<file path="src/rtl/dmem_arbiter_pkg.sv">
// Shared definitions for the DataMemory arbiter: owner encoding, port
// indices and the DataMemory depth.
package dmem_arbiter_pkg;

  typedef enum logic [1:0] {
    OWN_NONE = 2'd0,
    OWN_P0   = 2'd1,
    OWN_P1   = 2'd2
  } ownerT;

  localparam logic PORT0 = 1'b0;
  localparam logic PORT1 = 1'b1;

  localparam int DMEM_WORDS = 256;

endpackage

</file>
<file path="src/rtl/rr_lock_arbiter2.sv">
// Two-port round-robin arbiter with a bus lock and a starvation bound.
// Grants are combinational from the registered lastGnt/owner/lockCnt.
// Optional macro DMEM_ARB_STATS_EN adds the forcedRelease output.
module rr_lock_arbiter2
  import dmem_arbiter_pkg::*;
#(
  parameter int STARVE_LIMIT = 4
) (
  input  logic clk,
  input  logic rst,
  input  logic req0,
  input  logic req1,
  input  logic lock0,
  input  logic lock1,
  output logic gnt0,
  output logic gnt1
`ifdef DMEM_ARB_STATS_EN
  ,
  output logic forcedRelease
`endif
);

  localparam int CNT_W = $clog2(STARVE_LIMIT + 1);
  localparam logic [CNT_W-1:0] LIMIT = CNT_W'(STARVE_LIMIT);

  logic             lastGnt;
  ownerT            owner;
  logic [CNT_W-1:0] lockCnt;
  logic             hold0;
  logic             hold1;
  logic             lockedGrant;

  // A lock only holds while the owner has not yet used up its starvation budget.
  assign hold0 = (owner == OWN_P0) && (lockCnt < LIMIT);
  assign hold1 = (owner == OWN_P1) && (lockCnt < LIMIT);

  assign lockedGrant = req0 && req1 && ((hold0 && gnt0) || (hold1 && gnt1));

`ifdef DMEM_ARB_STATS_EN
  assign forcedRelease = !rst && req0 && req1 && (owner != OWN_NONE) && (lockCnt == LIMIT);
`endif

  // Pick at most one port: a lone request wins, then a valid lock, then round-robin.
  always_comb begin
    gnt0 = 1'b0;
    gnt1 = 1'b0;
    if (!rst) begin
      if (req0 && !req1) begin
        gnt0 = 1'b1;
      end else if (!req0 && req1) begin
        gnt1 = 1'b1;
      end else if (req0 && req1) begin
        if (hold0) begin
          gnt0 = 1'b1;
        end else if (hold1) begin
          gnt1 = 1'b1;
        end else if (lastGnt == PORT0) begin
          gnt1 = 1'b1;
        end else begin
          gnt0 = 1'b1;
        end
      end
    end
  end

  // Track the last winner, the lock owner and how long the other port has waited on the lock.
  always_ff @(posedge clk) begin
    if (rst) begin
      lastGnt <= PORT1;
      owner   <= OWN_NONE;
      lockCnt <= '0;
    end else begin
      if (gnt0 || gnt1) begin
        lastGnt <= gnt1 ? PORT1 : PORT0;
      end
      if (gnt0 && lock0) begin
        owner <= OWN_P0;
      end else if (gnt1 && lock1) begin
        owner <= OWN_P1;
      end else begin
        owner <= OWN_NONE;
      end
      if (lockedGrant) begin
        lockCnt <= (lockCnt == LIMIT) ? lockCnt : lockCnt + 1'b1;
      end else begin
        lockCnt <= '0;
      end
    end
  end

endmodule

</file>
<file path="src/rtl/dmem_arbiter.sv">
// Shares the single-port DataMemory between the CPU (port 0) and the
// loader (port 1). Commands are issued in the grant cycle; read data
// returns one cycle later on the shared rdata bus.
// Optional macro DMEM_ARB_STATS_EN adds conflict_cnt and starve_rel_cnt.
module dmem_arbiter
  import dmem_arbiter_pkg::*;
#(
  parameter int ADDR_W       = 8,
  parameter int DATA_W       = 32,
  parameter int STARVE_LIMIT = 4
) (
  input  logic              clk,
  input  logic              rst,
  input  logic              req0,
  input  logic              we0,
  input  logic [ADDR_W-1:0] addr0,
  input  logic [DATA_W-1:0] wdata0,
  input  logic              lock0,
  output logic              gnt0,
  output logic              rvalid0,
  output logic              stall0,
  input  logic              req1,
  input  logic              we1,
  input  logic [ADDR_W-1:0] addr1,
  input  logic [DATA_W-1:0] wdata1,
  input  logic              lock1,
  output logic              gnt1,
  output logic              rvalid1,
  output logic [DATA_W-1:0] rdata,
  output logic [ADDR_W-1:0] mem_addr,
  output logic [DATA_W-1:0] mem_wdata,
  output logic              mem_write,
  output logic              mem_read,
  input  logic [DATA_W-1:0] mem_rdata
`ifdef DMEM_ARB_STATS_EN
  ,
  output logic [15:0]       conflict_cnt,
  output logic [7:0]        starve_rel_cnt
`endif
);

`ifdef DMEM_ARB_STATS_EN
  logic forcedRelease;
`endif

  rr_lock_arbiter2 #(
    .STARVE_LIMIT(STARVE_LIMIT)
  ) arbiter (
    .clk          (clk),
    .rst          (rst),
    .req0         (req0),
    .req1         (req1),
    .lock0        (lock0),
    .lock1        (lock1),
    .gnt0         (gnt0),
    .gnt1         (gnt1)
`ifdef DMEM_ARB_STATS_EN
    ,
    .forcedRelease(forcedRelease)
`endif
  );

  assign stall0 = req0 & ~gnt0;

  // Steer the granted port onto the memory; port 0 drives the bus when idle.
  always_comb begin
    mem_addr  = addr0;
    mem_wdata = wdata0;
    if (gnt1) begin
      mem_addr  = addr1;
      mem_wdata = wdata1;
    end
    mem_write = (gnt0 & we0) | (gnt1 & we1);
    mem_read  = (gnt0 & ~we0) | (gnt1 & ~we1);
  end

  // Capture read data at the grant edge and flag the owning port for one cycle.
  always_ff @(posedge clk) begin
    if (rst) begin
      rvalid0 <= 1'b0;
      rvalid1 <= 1'b0;
      rdata   <= '0;
    end else begin
      rvalid0 <= gnt0 & ~we0;
      rvalid1 <= gnt1 & ~we1;
      if (mem_read) begin
        rdata <= mem_rdata;
      end
    end
  end

`ifdef DMEM_ARB_STATS_EN
  // Saturating counters of contended cycles and of locks broken by the starvation bound.
  always_ff @(posedge clk) begin
    if (rst) begin
      conflict_cnt   <= '0;
      starve_rel_cnt <= '0;
    end else begin
      if (req0 && req1 && (conflict_cnt != 16'hFFFF)) begin
        conflict_cnt <= conflict_cnt + 16'd1;
      end
      if (forcedRelease && (starve_rel_cnt != 8'hFF)) begin
        starve_rel_cnt <= starve_rel_cnt + 8'd1;
      end
    end
  end
`endif

endmodule
</file>
<file path="config.mk">
export PLATFORM = sky130hd
export DESIGN_NAME = dmem_arbiter
export DESIGN_NICKNAME = d
export VERILOG_FILES = /design/src/rtl/dmem_arbiter_pkg.sv /design/src/rtl/rr_lock_arbiter2.sv /design/src/rtl/dmem_arbiter.sv
export SDC_FILE = /design/constraint.sdc
export NUM_CORES = 1
export LEC_CHECK = 0
export BUFFER_PORTS_ARGS = -buffer_cell sky130_fd_sc_hd__clkbuf_2
export CORE_UTILIZATION = 25
export DETAILED_ROUTE_END_ITERATION = 8
export PLACE_DENSITY = 0.61
export SETUP_SLACK_MARGIN = 0.05
export SYNTH_ARGS = -nofsm -noshare
export SYNTH_HDL_FRONTEND = slang
export SYNTH_SLANG_ARGS = --single-unit
</file>
<file path="constraint.sdc">
create_clock -name clk -period 2 [get_ports clk]
set_input_delay 0.5 -clock clk [delete_from_list [all_inputs] [get_ports clk]]
set_output_delay 0.5 -clock clk [all_outputs]
set_load 0.1 [all_outputs]
</file>
* Word level (Yosys, flattened, before mapping) *
Index checks and enable logic that the tools add are counted.

word-level totals
  register bits after elaboration = 40
  latch bits = 0
  bits in writable memories = 0
  bits in read-only memories = 0
  bits of input ports = 120
  output and inout bits = 79
  word-level logic and storage cells = 58
  memories kept = 0

operators by class
  add/subtract/negate cells = 1
  $mul = 0
  div/mod/pow operators = 0
  magnitude comparators = 1
  eq/ne operators = 3
  shifts and indexed selects = 0
  muxes and demuxes = 19
  bitwise logic cells = 11
  reduce and logical (&&, ||, !) cells = 16

operators with widths
  kind                 number
  $mux 32              1
  $mux 1               16
  $logic_and 1x1->1    10
  $mux 8               1
  $and 1x1->1          5
  $not 1->1            4
  $reduce_or 2->1      2
  $add 3x1->3 const B  1
  $eq 3x3->1 const B   1
  $lt 3x3->1 const B   1
  $eq 2x1->1 const B   1
  $eq 2x2->1 const B   1
  $logic_not 1->1      2
  $logic_or 1x1->1     2
  $mux 2               1
  $or 1x1->1           2

* Depth between registers and ports, before layout *
Gate-level depths: netlist (run 1).

  depth after elaboration = 13
  gate-level depth with buffers = 7
  depth with buffers taken out = 5

* By module *
Synthesis (run 1) repeated with hierarchy kept, for this count alone.

unflattened totals
  cell total of the unflattened synthesis = 231
  area, all modules = 2356.0 um2

by module, submodules not included
  module            instances  cells an instance  area each (um2)  sequential area each (um2)
  dmem_arbiter      1          201                2053.2           680.7
  rr_lock_arbiter2  1          30                 302.8            120.1

* Least setup slack after synthesis (run 1) *
OpenSTA, ideal clock, no wires.

  path type = input port to output port
  start point = input port req1
  end point = output port stall0
  data arrival time = 3030 ps
  data required time = 1500 ps
  path slack = -1530 ps
  stages = 5
  path buffers = 0
  cells stage by stage = inv_1 -> o31a_1 -> nand2_2 -> nor2_1 -> nor2b_1

between the ends
  word-level cells in the longest chain between the ends = 7
  elaborated cells on any way between the ends = 10
  classes of those cells = 4 x mux; 2 x bitwise; 4 x reduce/logical

ends and longest elaborated chain
  what               RTL line                RTL
  start, declared    dmem_arbiter.sv:22      input logic req1,
  $logic_and 1x1->1  rr_lock_arbiter2.sv:52  end else if (req0 && req1) begin
  $mux 1             rr_lock_arbiter2.sv:52
  $mux 1             rr_lock_arbiter2.sv:50  end else if (!req0 && req1) begin
  $mux 1 (*)         rr_lock_arbiter2.sv:48  if (req0 && !req1) begin
  $mux 1 (*)         rr_lock_arbiter2.sv:47  if (!rst) begin
  via gnt0           dmem_arbiter.sv:19      output logic gnt0,
  $not 1->1 (*)      dmem_arbiter.sv:63      assign stall0 = req0 & ~gnt0;
  $and 1x1->1 (*)    dmem_arbiter.sv:63
  end, declared      dmem_arbiter.sv:21      output logic stall0,

Mark *: on every way through the listed nets, which the timed path passes. The rest lies on a longest branch.

* Worst setup path in the final report (run 1) *
  start point = register arbiter.lockCnt[2]
  end point = output port mem_wdata[27]

between the ends
  word-level cells in the longest chain between the ends = 9
  elaborated cells on any way between the ends = 10
  classes of those cells = 1 x order compare; 7 x mux; 2 x reduce/logical

ends and longest elaborated chain
  what                    RTL line                                        RTL
  start, declared         rr_lock_arbiter2.sv:28                          logic [CNT_W-1:0] lockCnt;
  start signal, assigned  rr_lock_arbiter2.sv:84                          lockCnt <= (lockCnt == LIMIT) ? lockCnt : lockCnt + 1'b1;
  $lt 3x3->1 (*)          rr_lock_arbiter2.sv:34, rr_lock_arbiter2.sv:35
  $logic_and 1x1->1       rr_lock_arbiter2.sv:35                          assign hold1 = (owner == OWN_P1) && (lockCnt < LIMIT);
  $mux 1                  rr_lock_arbiter2.sv:55                          end else if (hold1) begin
  $mux 1 (*)              rr_lock_arbiter2.sv:53                          if (hold0) begin
  $mux 1 (*)              rr_lock_arbiter2.sv:52
  $mux 1 (*)              rr_lock_arbiter2.sv:50
  $mux 1 (*)              rr_lock_arbiter2.sv:48
  $mux 1 (*)              rr_lock_arbiter2.sv:47
  $mux 32 (*)             dmem_arbiter.sv:69                              if (gnt1) begin
  end, declared           dmem_arbiter.sv:31                              output logic [DATA_W-1:0] mem_wdata,

Every way passes the cells marked *; elsewhere a longest branch is shown, timed or not.

==> results of run 1 <==
registers in the layout (all words and copies together), names as in the netlist:
signal and flops:
rvalid1 1, arbiter.lastGnt 1, rdata 32, arbiter.owner 2
rvalid0 1, arbiter.lockCnt 3
cell usage after synthesis:
library cell / instances
nand3_2: 1
o211ai_2: 1
buf_4: 4
nand2_2: 1
and2_1: 2
nor3_1: 2
a21oi_1: 1
mux2_1: 14
nand2b_1: 65
and3_1: 1
ha_1: 2
nor2_2: 1
nand4_1: 1
buf_6: 1
nor2_1: 7
buf_12: 3
xor2_1: 1
nor2b_1: 1
inv_1: 4
clkbuf_1: 8
xnor2_1: 1
nand2_1: 2
a211o_1: 2
mux2_2: 26
o31a_1: 1
nand3_1: 2
mux2i_1: 32
dfxtp_1: 40
o22a_1: 1
a32oi_1: 1
layout by cell type (no fill, tap or decap), drive strengths merged:
cell type / count
a211o: 2
a21oi: 1
a32oi: 1
and2: 2
and3: 1
buf: 62
bufinv: 1
clkbuf: 162
dfxtp: 40
ha: 2
inv: 4
mux2: 40
mux2i: 32
nand2: 3
nand2b: 65
nand3: 3
nand4: 1
nor2: 8
nor2b: 1
nor3: 2
o211ai: 1
o22a: 1
o31a: 1
xnor2: 1
xor2: 1
repair_timing:
item | CTS | global route
endpoints found under the hold margin | 0 | 0
gates cloned | 0 | 2
pin swaps | 7 | 2
setup buffers | 1 | 2
endpoints found under the setup margin | 45 | 45
gates resized for setup | 9 | 2
cells by family after synthesis:
kind of cell               share of synthesized area
muxes                                         0.3299
adders and majority gates                    0.01071
and+or+nand+nor                               0.2202
DFF                                           0.3428
AOI/OAI and AO/OA                            0.02625
buffers and inverters                        0.06267
xor gates and xnor gates                    0.007500
metrics by stage:
step | cell area, um2 | power [W]
floorplan | 2566 | 0.002136
global placement | 4344 | 0.002644
detailed placement | 4344 | 0.002660
CTS | 4514 | 0.003401
global route | 4602 | 0.003516
finish | 4602 | 0.003384
cell type report:
cell class	count	area (um2)
Fill cell	805	4289
Timing Repair Buffer	217	1911
Multi-Input combinational cell	169	1603
Sequential cell	40	804.5
Tap cell	108	135.1
Clock buffer	7	96.34
Clock inverter	1	30.03
Inverter	4	22.52
power breakdown:
group | internal, W | switching [W]
Clock | 0.000440 | 0.000277
Sequential | 0.000850 | 0.0000311
Combinational | 0.000619 | 0.00117
Total | 0.00191 | 0.00147
metal layers:
metal | GRT usage | vias up
met4 | 0.05396 | 0
met1 | 0.1769 | 1091
met5 | 0 | -
met3 | 0.05035 | 12
li1 | - | 1183
met2 | 0.2871 | 111
final timing paths:
path | startpoint | endpoint | cells after the start
max | arbiter.lockCnt[2] | mem_wdata[27] | 8
min | lock0 | arbiter.owner[0] | 2
max reg2reg | arbiter.lockCnt[2] | rdata[12] | 8
min reg2reg | rdata[7] | rdata[7] | 2
critical path, cell delays in order (launching register included):
cell	delay, ns
dfxtp_2	0.35
nor2_2	0.06
o211ai_2	0.17
nand3_2	0.12
nor2_4	0.12
buf_12	0.13
clkbuf_16	0.17
mux2_4	0.32
buf_12	0.17
==> impl_metrics.toml, run 1 <==
[worst_setup_path]
worstSetupEndpointType = "output pin"
arrival_ns = 1.89
required_ns = 1.50
path_class = "flop to output pin"
crit_path_start_kind = "flop"
ff2ff_setup_slack_ns = 0.27
critPathMaxFanout = 10

[route]
wl_met2_um = 4185
dr.pass1.iters = 4
drt-met1-wl_um = 3127
drt-initial-drc-count = 59
vias_per_cell = 4.390
wl_um = 8111
drc = 0
ant_nets = 0
wire_per_inst_um = 14.86
dr_wl_met3_um = 628
num_vias = 2397
highest_layer = "met4"

[yosys]
synth_area_leaders = "dfxtp_1 34%, nand2b_1 17%, mux2i_1 14%"
yosysWarnings = 0
synth_fp_nets = 351
synth_top_area_cell = "dfxtp_1"
yosysSeqAreaShare = 0.3428
synth_area_per_cell_um2 = 10.20
synth-seq-cells = 40
synthCells = 229
synth_top_area_share = 0.3428
synth_area_um2 = 2336
synth_cell_types = 30

[global_route]
grt_pass1_vias = 2365
antenna_found_initial = 0
grt.overflow.total = 0
grt_max_degree = 49
track_usage = 0.1593
grt_pass1_wl_um = 12130

[clocking]
htree_levels = 2
root_buffer = "clkbuf_8"
clk_path_buf_depth = 2
cts_tree = "done"
clkSlewWorstSetupHoldPaths_ns = 0.07
cts_buffers = 5
clock_latency_ns = 0.29
holdBufCountCts = 0
cts_sinks = 40

[finish]
fin_util = 0.5176
drive_above_1_share = 0.6416
fin_nets = 559
antennaDiodeCount = 0
area_delta_synth_final_pct = 97.00
layoutNonFillerInstCount = 546

[sta]
fin_ws_ns = -0.3931
whs_ns = 0.4306
skew_ns = 0.006850
slew_headroom = 0.6105
min_period_ns = 2.393
worst_slew_pin_slew_ns = 0.5868
hold_viol_final = 0
maxSlewViolCount = 0
setup_viol = 45
rsz0062_at_grt = "true"
period_share = 1.197
clock.fmax_mhz = 417.9
fin_setup_tns_ns = -16.11

[die]
die-area_um2 = 9735
rows = 34
coreArea_um2 = 8891
die_w_um = 98.67
start_util = 0.2627
io_pins = 199
chipHeight_um = 98.67

[job]
maxCapViolations = 0

[placement]
place.gp.congestion = 0.8370
place_ws_ns = -0.2844
port_buffers = 198
post-place-cells = 533
place_hpwl_um = 6702

[outcome]
outcome = "finished with violations"
violations = "negative setup slack"

[min_path]
hp-class = "input port to flop"

[power]
p_per_area_nw_per_um2 = 735.3
vdd_drop_max_mv = 0.3294
leakage_nw = 2.335
Note: power is estimated with default switching activity, not from simulation.
==> run 2, diff against run 1 <==
--- a/config.mk
+++ b/config.mk
@@ -13,3 +13,4 @@
 export SYNTH_ARGS = -nofsm -noshare
 export SYNTH_HDL_FRONTEND = slang
 export SYNTH_SLANG_ARGS = --single-unit
+export TNS_END_PERCENT = 10
==> constraint.sdc (replaced) <==
create_clock -name clk -period 2.35 [get_ports clk]
set_input_delay 0.5875 -clock clk [delete_from_list [all_inputs] [get_ports clk]]
set_output_delay 0.5875 -clock clk [all_outputs]
set_load 0.1 [all_outputs]
==> run 2 against run 1 <==
Net effect: the flow finishes with violations (design-rule violations, negative setup slack); critical path depth unchanged; sequential share of layout area grew 0.26 points; final cell count down 0.73%; count of clock-buffer cells in the layout shrank 2; clock skew fell by 0.0035 ns; register-to-register slack improved by 0.13 ns; design area is 1.1% lower; largest cell class unchanged; routed wire length up 5.1%; hold slack improved by 0.045 ns.
==> impl_metrics.toml, run 2 (synthesis gave the netlist of run 1 again) <==
[finish]
reg_top3 = "rdata: 32 flops, arbiter.lockCnt: 3 flops, arbiter.owner: 2 flops"
final_cell_mix = "153 x clkbuf_2, 64 x nand2b_1, 47 x buf_12, 37 x mux2_4, 37 x dfxtp_1"
area_delta_synth_final_pct = 94.75
layoutNonFillerInstCount = 542
seq_area_um2 = 807.0
fin_util = 0.5117
antennaDiodeCount = 0
final_common_cell = "clkbuf_2"
largest_register = "rdata"
fin_nets = 558
largest_reg_flops = 32
multi_input_area_um2 = 1587
nFillCells = 796
drive_above_1_share = 0.6406

[power]
p_per_area_nw_per_um2 = 590.0
vdd_drop_max_mv = 0.2658
total_power_w = 0.002684
leakage_nw = 2.300

[global_route]
track_usage = 0.1688
grt_max_degree = 62
grt_pass1_vias = 2498
antenna_found_initial = 0
grt_pass1_wl_um = 12520
grt.overflow.total = 0

[sta]
fin_ws_ns = -0.1690
rsz0062_at_grt = "true"
hold_viol_final = 0
fin_setup_tns_ns = -5.863
min_period_ns = 2.519
worst_slew_pin_slew_ns = 0.5710
period_share = 1.072
skew_ns = 0.003372
maxSlewViolCount = 0
clock.fmax_mhz = 397.0
slew_headroom = 0.6209
setup_viol = 40

[placement]
port_buffers = 198
place_hpwl_um = 6552
post-place-cells = 529
place.gp.congestion = 0.8342

[outcome]
violations = "design-rule violations, negative setup slack"
outcome = "finished with violations"

[clocking]
cts_buffers = 5
htree_levels = 2
cts_tree = "done"
root_buffer = "clkbuf_8"
cts_sinks = 40
clkSlewWorstSetupHoldPaths_ns = 0.07
clock_latency_ns = 0.28
holdBufCountCts = 0
clk_path_buf_depth = 2

[die]
chipHeight_um = 98.67
coreArea_um2 = 8891
die-area_um2 = 9735
rows = 34
die_w_um = 98.67
start_util = 0.2627
io_pins = 199

[worst_setup_path]
path_buf_inv = 3
path_class = "flop to output pin"
crit_chain = "nor2_2 > o211ai_2 > nand3_2 > nor2_4 > buf_4 > buf_12 > mux2_2 > buf_12"
crit_family = "buffers and inverters"
critPathMaxFanout = 11
cp_common_cell = "buf_12"
slowest_delay_ns = 0.38
crit_path_start_kind = "flop"
arrival_ns = 1.93
required_ns = 1.76
slowest_stage = "dfxtp_4"
worstSetupEndpointType = "output pin"

[route]
wire_per_inst_um = 15.73
highest_layer = "met4"
drc = 1
dr_wl_met3_um = 938
num_vias = 2403
wl_um = 8524
drt-initial-drc-count = 55
vias_per_cell = 4.434
drt-met1-wl_um = 2704
ant_nets = 0
wl_met2_um = 4813
dr.pass1.iters = 6

[job]
maxCapViolations = 0

[min_path]
hp-class = "flop to flop"
[run 2: cell types whose count changed in the layout (fill, tap and decap cells not counted), moves of 2 or more]
cell and delta:
buf_12 -2, buf_4 -2, mux2_2 +3, clkbuf_8 -3
buf_16 +3, mux2_4 -3
[run 2: through the flow]
step	hold slack [ns]	instance area (um2)	setup slack (ns)
6_report	0.4755	4549	-0.1690
2_1_floorplan	0.4735	2374	-0.2244
3_3_place_gp	0.4590	4138	-0.1082
5_1_grt	0.4975	4549	-0.2569
4_1_cts	0.4782	4395	-0.2217
3_5_place_dp	0.4653	4138	-0.1177
[run 2: area by class of cell]
type	count	share of cell area
Sequential cell	40	0.1774
Inverter	4	0.004950
Tap cell	108	0.02970
Timing Repair Buffer	216	0.4241
Clock buffer	5	0.01513
Multi-Input combinational cell	169	0.3487
[run 2: what timing repair did]
| item | in CTS | in global routing |
|---|---|---|
| gates resized for setup | 30 | 26 |
| gates cloned | 3 | 2 |
| pin swaps | 2 | 3 |
| buffers inserted | 2 | 1 |
| endpoints found under the setup margin | 42 | 44 |
| hold endpoints to repair | 0 | 0 |
[run 2: layer usage]
| metal | up-vias | GRT usage |
|---|---|---|
| li1 | 1176 | - |
| met1 | 1109 | 0.1438 |
| met2 | 111 | 0.3451 |
| met3 | 7 | 0.08723 |
| met4 | 0 | 0.03100 |
| met5 | - | 0 |
[run 2: tightest hold or removal path, stage by stage, from the launching register on]
cell and delay, ns:
dfxtp_1 0.31, nand2b_1 0.06, mux2i_1 0.06
[run 2: report_power, final]
group / switching, W / internal, W
clock network: 0.000218 / 0.000192
registers: 0.0000248 / 0.000723
logic: 0.00100 / 0.000525
total: 0.00124 / 0.00144
[run 2: final timing paths]
path / start / end / slack (ns) / depth (start not counted)
hold reg to reg: rdata[7] / rdata[7] / 0.48 / 2
setup reg to reg: arbiter.lockCnt[2] / rdata[1] / 0.40 / 6
hold / removal: rdata[7] / rdata[7] / 0.48 / 2
setup / recovery: arbiter.owner[1] / mem_addr[0] / -0.17 / 8
==> run 3, diff against run 2 <==
--- a/config.mk
+++ b/config.mk
@@ -6,9 +6,11 @@
 export NUM_CORES = 1
 export LEC_CHECK = 0
 export BUFFER_PORTS_ARGS = -buffer_cell sky130_fd_sc_hd__clkbuf_2
+export CELL_PAD_IN_SITES_DETAIL_PLACEMENT = 1
+export CELL_PAD_IN_SITES_GLOBAL_PLACEMENT = 1
 export CORE_UTILIZATION = 25
 export DETAILED_ROUTE_END_ITERATION = 8
-export PLACE_DENSITY = 0.61
+export PLACE_DENSITY = 0.82
 export SETUP_SLACK_MARGIN = 0.05
 export SYNTH_ARGS = -nofsm -noshare
 export SYNTH_HDL_FRONTEND = slang
==> run 3 against run 2 <==
Net effect: the run still ends with design-rule violations, negative setup slack left; combinational power fell by 5%; clock skew up 0.0060 ns; sequential share of layout area increased by 1.0 points; global-route usage up 1.5 points; final cell count fell by 0.92%; flip-flop and latch count is the same; critical path depth fell by 1; largest cell class unchanged; fmax shrank 2.3%.
==> impl_metrics.toml, run 3 (synthesis gave the netlist of run 1 again) <==
[power]
power_frac_seq = 0.269
swShare = 0.4573
leakage_nw = 2.122
p_sw_w = 0.001269
p_per_area_nw_per_um2 = 646.6
internal_power_w = 0.001507
pwr-share-clk = 0.205
vdd_drop_max_mv = 0.2668
p_comb_frac = 0.525

[clocking]
cts_sinks = 40
cts_buffers = 5
clkSlewWorstSetupHoldPaths_ns = 0.09
cts_tree = "done"
htree_levels = 2
holdBufCountCts = 0
postCtsSetupBuffers = 0
clk_path_buf_depth = 2
root_buffer = "clkbuf_8"
clock_latency_ns = 0.29

[route]
wl_um = 8975
drc = 1
num_vias = 2444
ant_nets = 0
vias_per_cell = 4.551
wire_per_inst_um = 16.71
dr.pass1.iters = 6
drt-initial-drc-count = 80

[worst_setup_path]
crit_family = "simple AND/OR/NAND/NOR gates"
slowest_stage = "mux2_2"
critPathMaxFanout = 28
cp.depth = 7
path_class = "flop to output pin"
crit_chain = "nand2b_1 > nand3_2 > nand3_2 > nor2_4 > buf_12 > mux2_2 > buf_12"
required_ns = 1.76
arrival_ns = 1.99
worstSetupEndpointType = "output pin"
crit_path_start = "arbiter.lockCnt[2]"
slowest_delay_ns = 0.39
r2r_cells = 6
crit_path_start_kind = "flop"
r2r-start = "arbiter.lockCnt[2]"
path_buf_inv = 2

[sta]
rsz0062_at_grt = "true"
maxSlewViolCount = 0
clock.fmax_mhz = 388.0
fin_ws_ns = -0.2273
setup_viol = 40
hold_viol_final = 0
period_share = 1.097
worst_slew_pin_slew_ns = 0.5645
skew_ns = 0.009378
slew_headroom = 0.6237
min_period_ns = 2.577
whs_ns = 0.4782

[finish]
reg_top3 = "rdata: 32 flops, arbiter.lockCnt: 3 flops, arbiter.owner: 2 flops"
final_cell_mix = "153 x clkbuf_2, 65 x nand2b_1, 46 x buf_12, 38 x dfxtp_1, 36 x mux2_2"
fin_util = 0.4828
drive_above_1_share = 0.6270
area_delta_synth_final_pct = 83.77
largest_reg_flops = 32
antennaDiodeCount = 0
largest_register = "rdata"
fin_nets = 550
final_common_cell = "clkbuf_2"

[outcome]
violations = "design-rule violations, negative setup slack"
outcome = "finished with violations"

[global_route]
grt_pass1_vias = 2728
antenna_found_initial = 0
grt.overflow.total = 0
grt_pass1_wl_um = 13810
grt_max_degree = 46
track_usage = 0.1837

[placement]
place.gp.congestion = 0.8082
port_buffers = 198
place_hpwl_um = 7514

[die]
coreArea_um2 = 8891
start_util = 0.2627
rows = 34
die-area_um2 = 9735
io_pins = 199
chipHeight_um = 98.67
die_w_um = 98.67

[job]
maxCapViolations = 0

[min_path]
min_path_cells = 2
min_from = "rdata[17]"
hp-class = "flop to flop"
run 3: cell types whose count changed in the layout (fill, tap and decap cells not counted), moves of 2 or more:
cell,before,now
buf_4,9,7
clkbuf_16,2,0
mux2_4,37,3
mux2_2,3,36
buf_16,3,0
run 3: layout make-up:
cell class	instances	area [um2]
fillers	999	4598
repair buffers	208	1762
multi-input cells	169	1456
flip-flops and latches	40	805.8
well taps	108	135.1
clock buffers	5	68.82
clock inverters	3	42.54
inverters	4	22.52
run 3: routing by layer:
layer  track usage  part of all wire  vias to the layer above  routed length, um
met5             0                 0                        -                  0
met4       0.06315             0.023                        0                206
met3       0.07801              0.10                       18                901
met2        0.3716              0.56                      121               5017
met1        0.1589              0.32                     1141               2849
li1              -                 -                     1164                  -
run 3: power by group through the flow:
stage | sequential, W | clock [W] | combinational, W
6_report | 0.000748 | 0.000570 | 0.00146
3_3_place_gp | 0.000762 | 0 | 0.00143
5_1_grt | 0.000753 | 0.000617 | 0.00151
2_1_floorplan | 0.00107 | 0 | 0.000695
3_5_place_dp | 0.000765 | 0 | 0.00146
4_1_cts | 0.000748 | 0.000592 | 0.00147
run 3: timing repair:
action / CTS / global route
pin swaps: 2 / 4
endpoints found under the setup margin: 43 / 44
gates resized for setup: 11 / 5
run 3: through the flow:
stage | setup TNS (ns) | std cells | total power, W | worst slack, ns | instance area (um2)
after floorplan | -3.140 | 229 | 0.001761 | -0.2244 | 2374
after CTS | -7.941 | 537 | 0.002807 | -0.2293 | 4282
after global routing | -12.04 | 537 | 0.002877 | -0.3318 | 4293
after detailed placement | -6.487 | 529 | 0.002221 | -0.1617 | 4138
final | -7.751 | 537 | 0.002776 | -0.2273 | 4293
after global placement | -2.938 | 529 | 0.002195 | -0.09170 | 4138
run 3: worst min-delay path: stages (launching register included):
cell and delay, ns:
dfxtp_1 0.31, nand2b_1 0.06, mux2i_1 0.06
run 3: worst paths after layout:
| kind | slack (ns) | endpoint |
|---|---|---|
| min | 0.48 | rdata[17] |
| max | -0.23 | mem_wdata[15] |
| min reg2reg | 0.48 | rdata[17] |
| max reg2reg | 0.32 | rdata[6] |
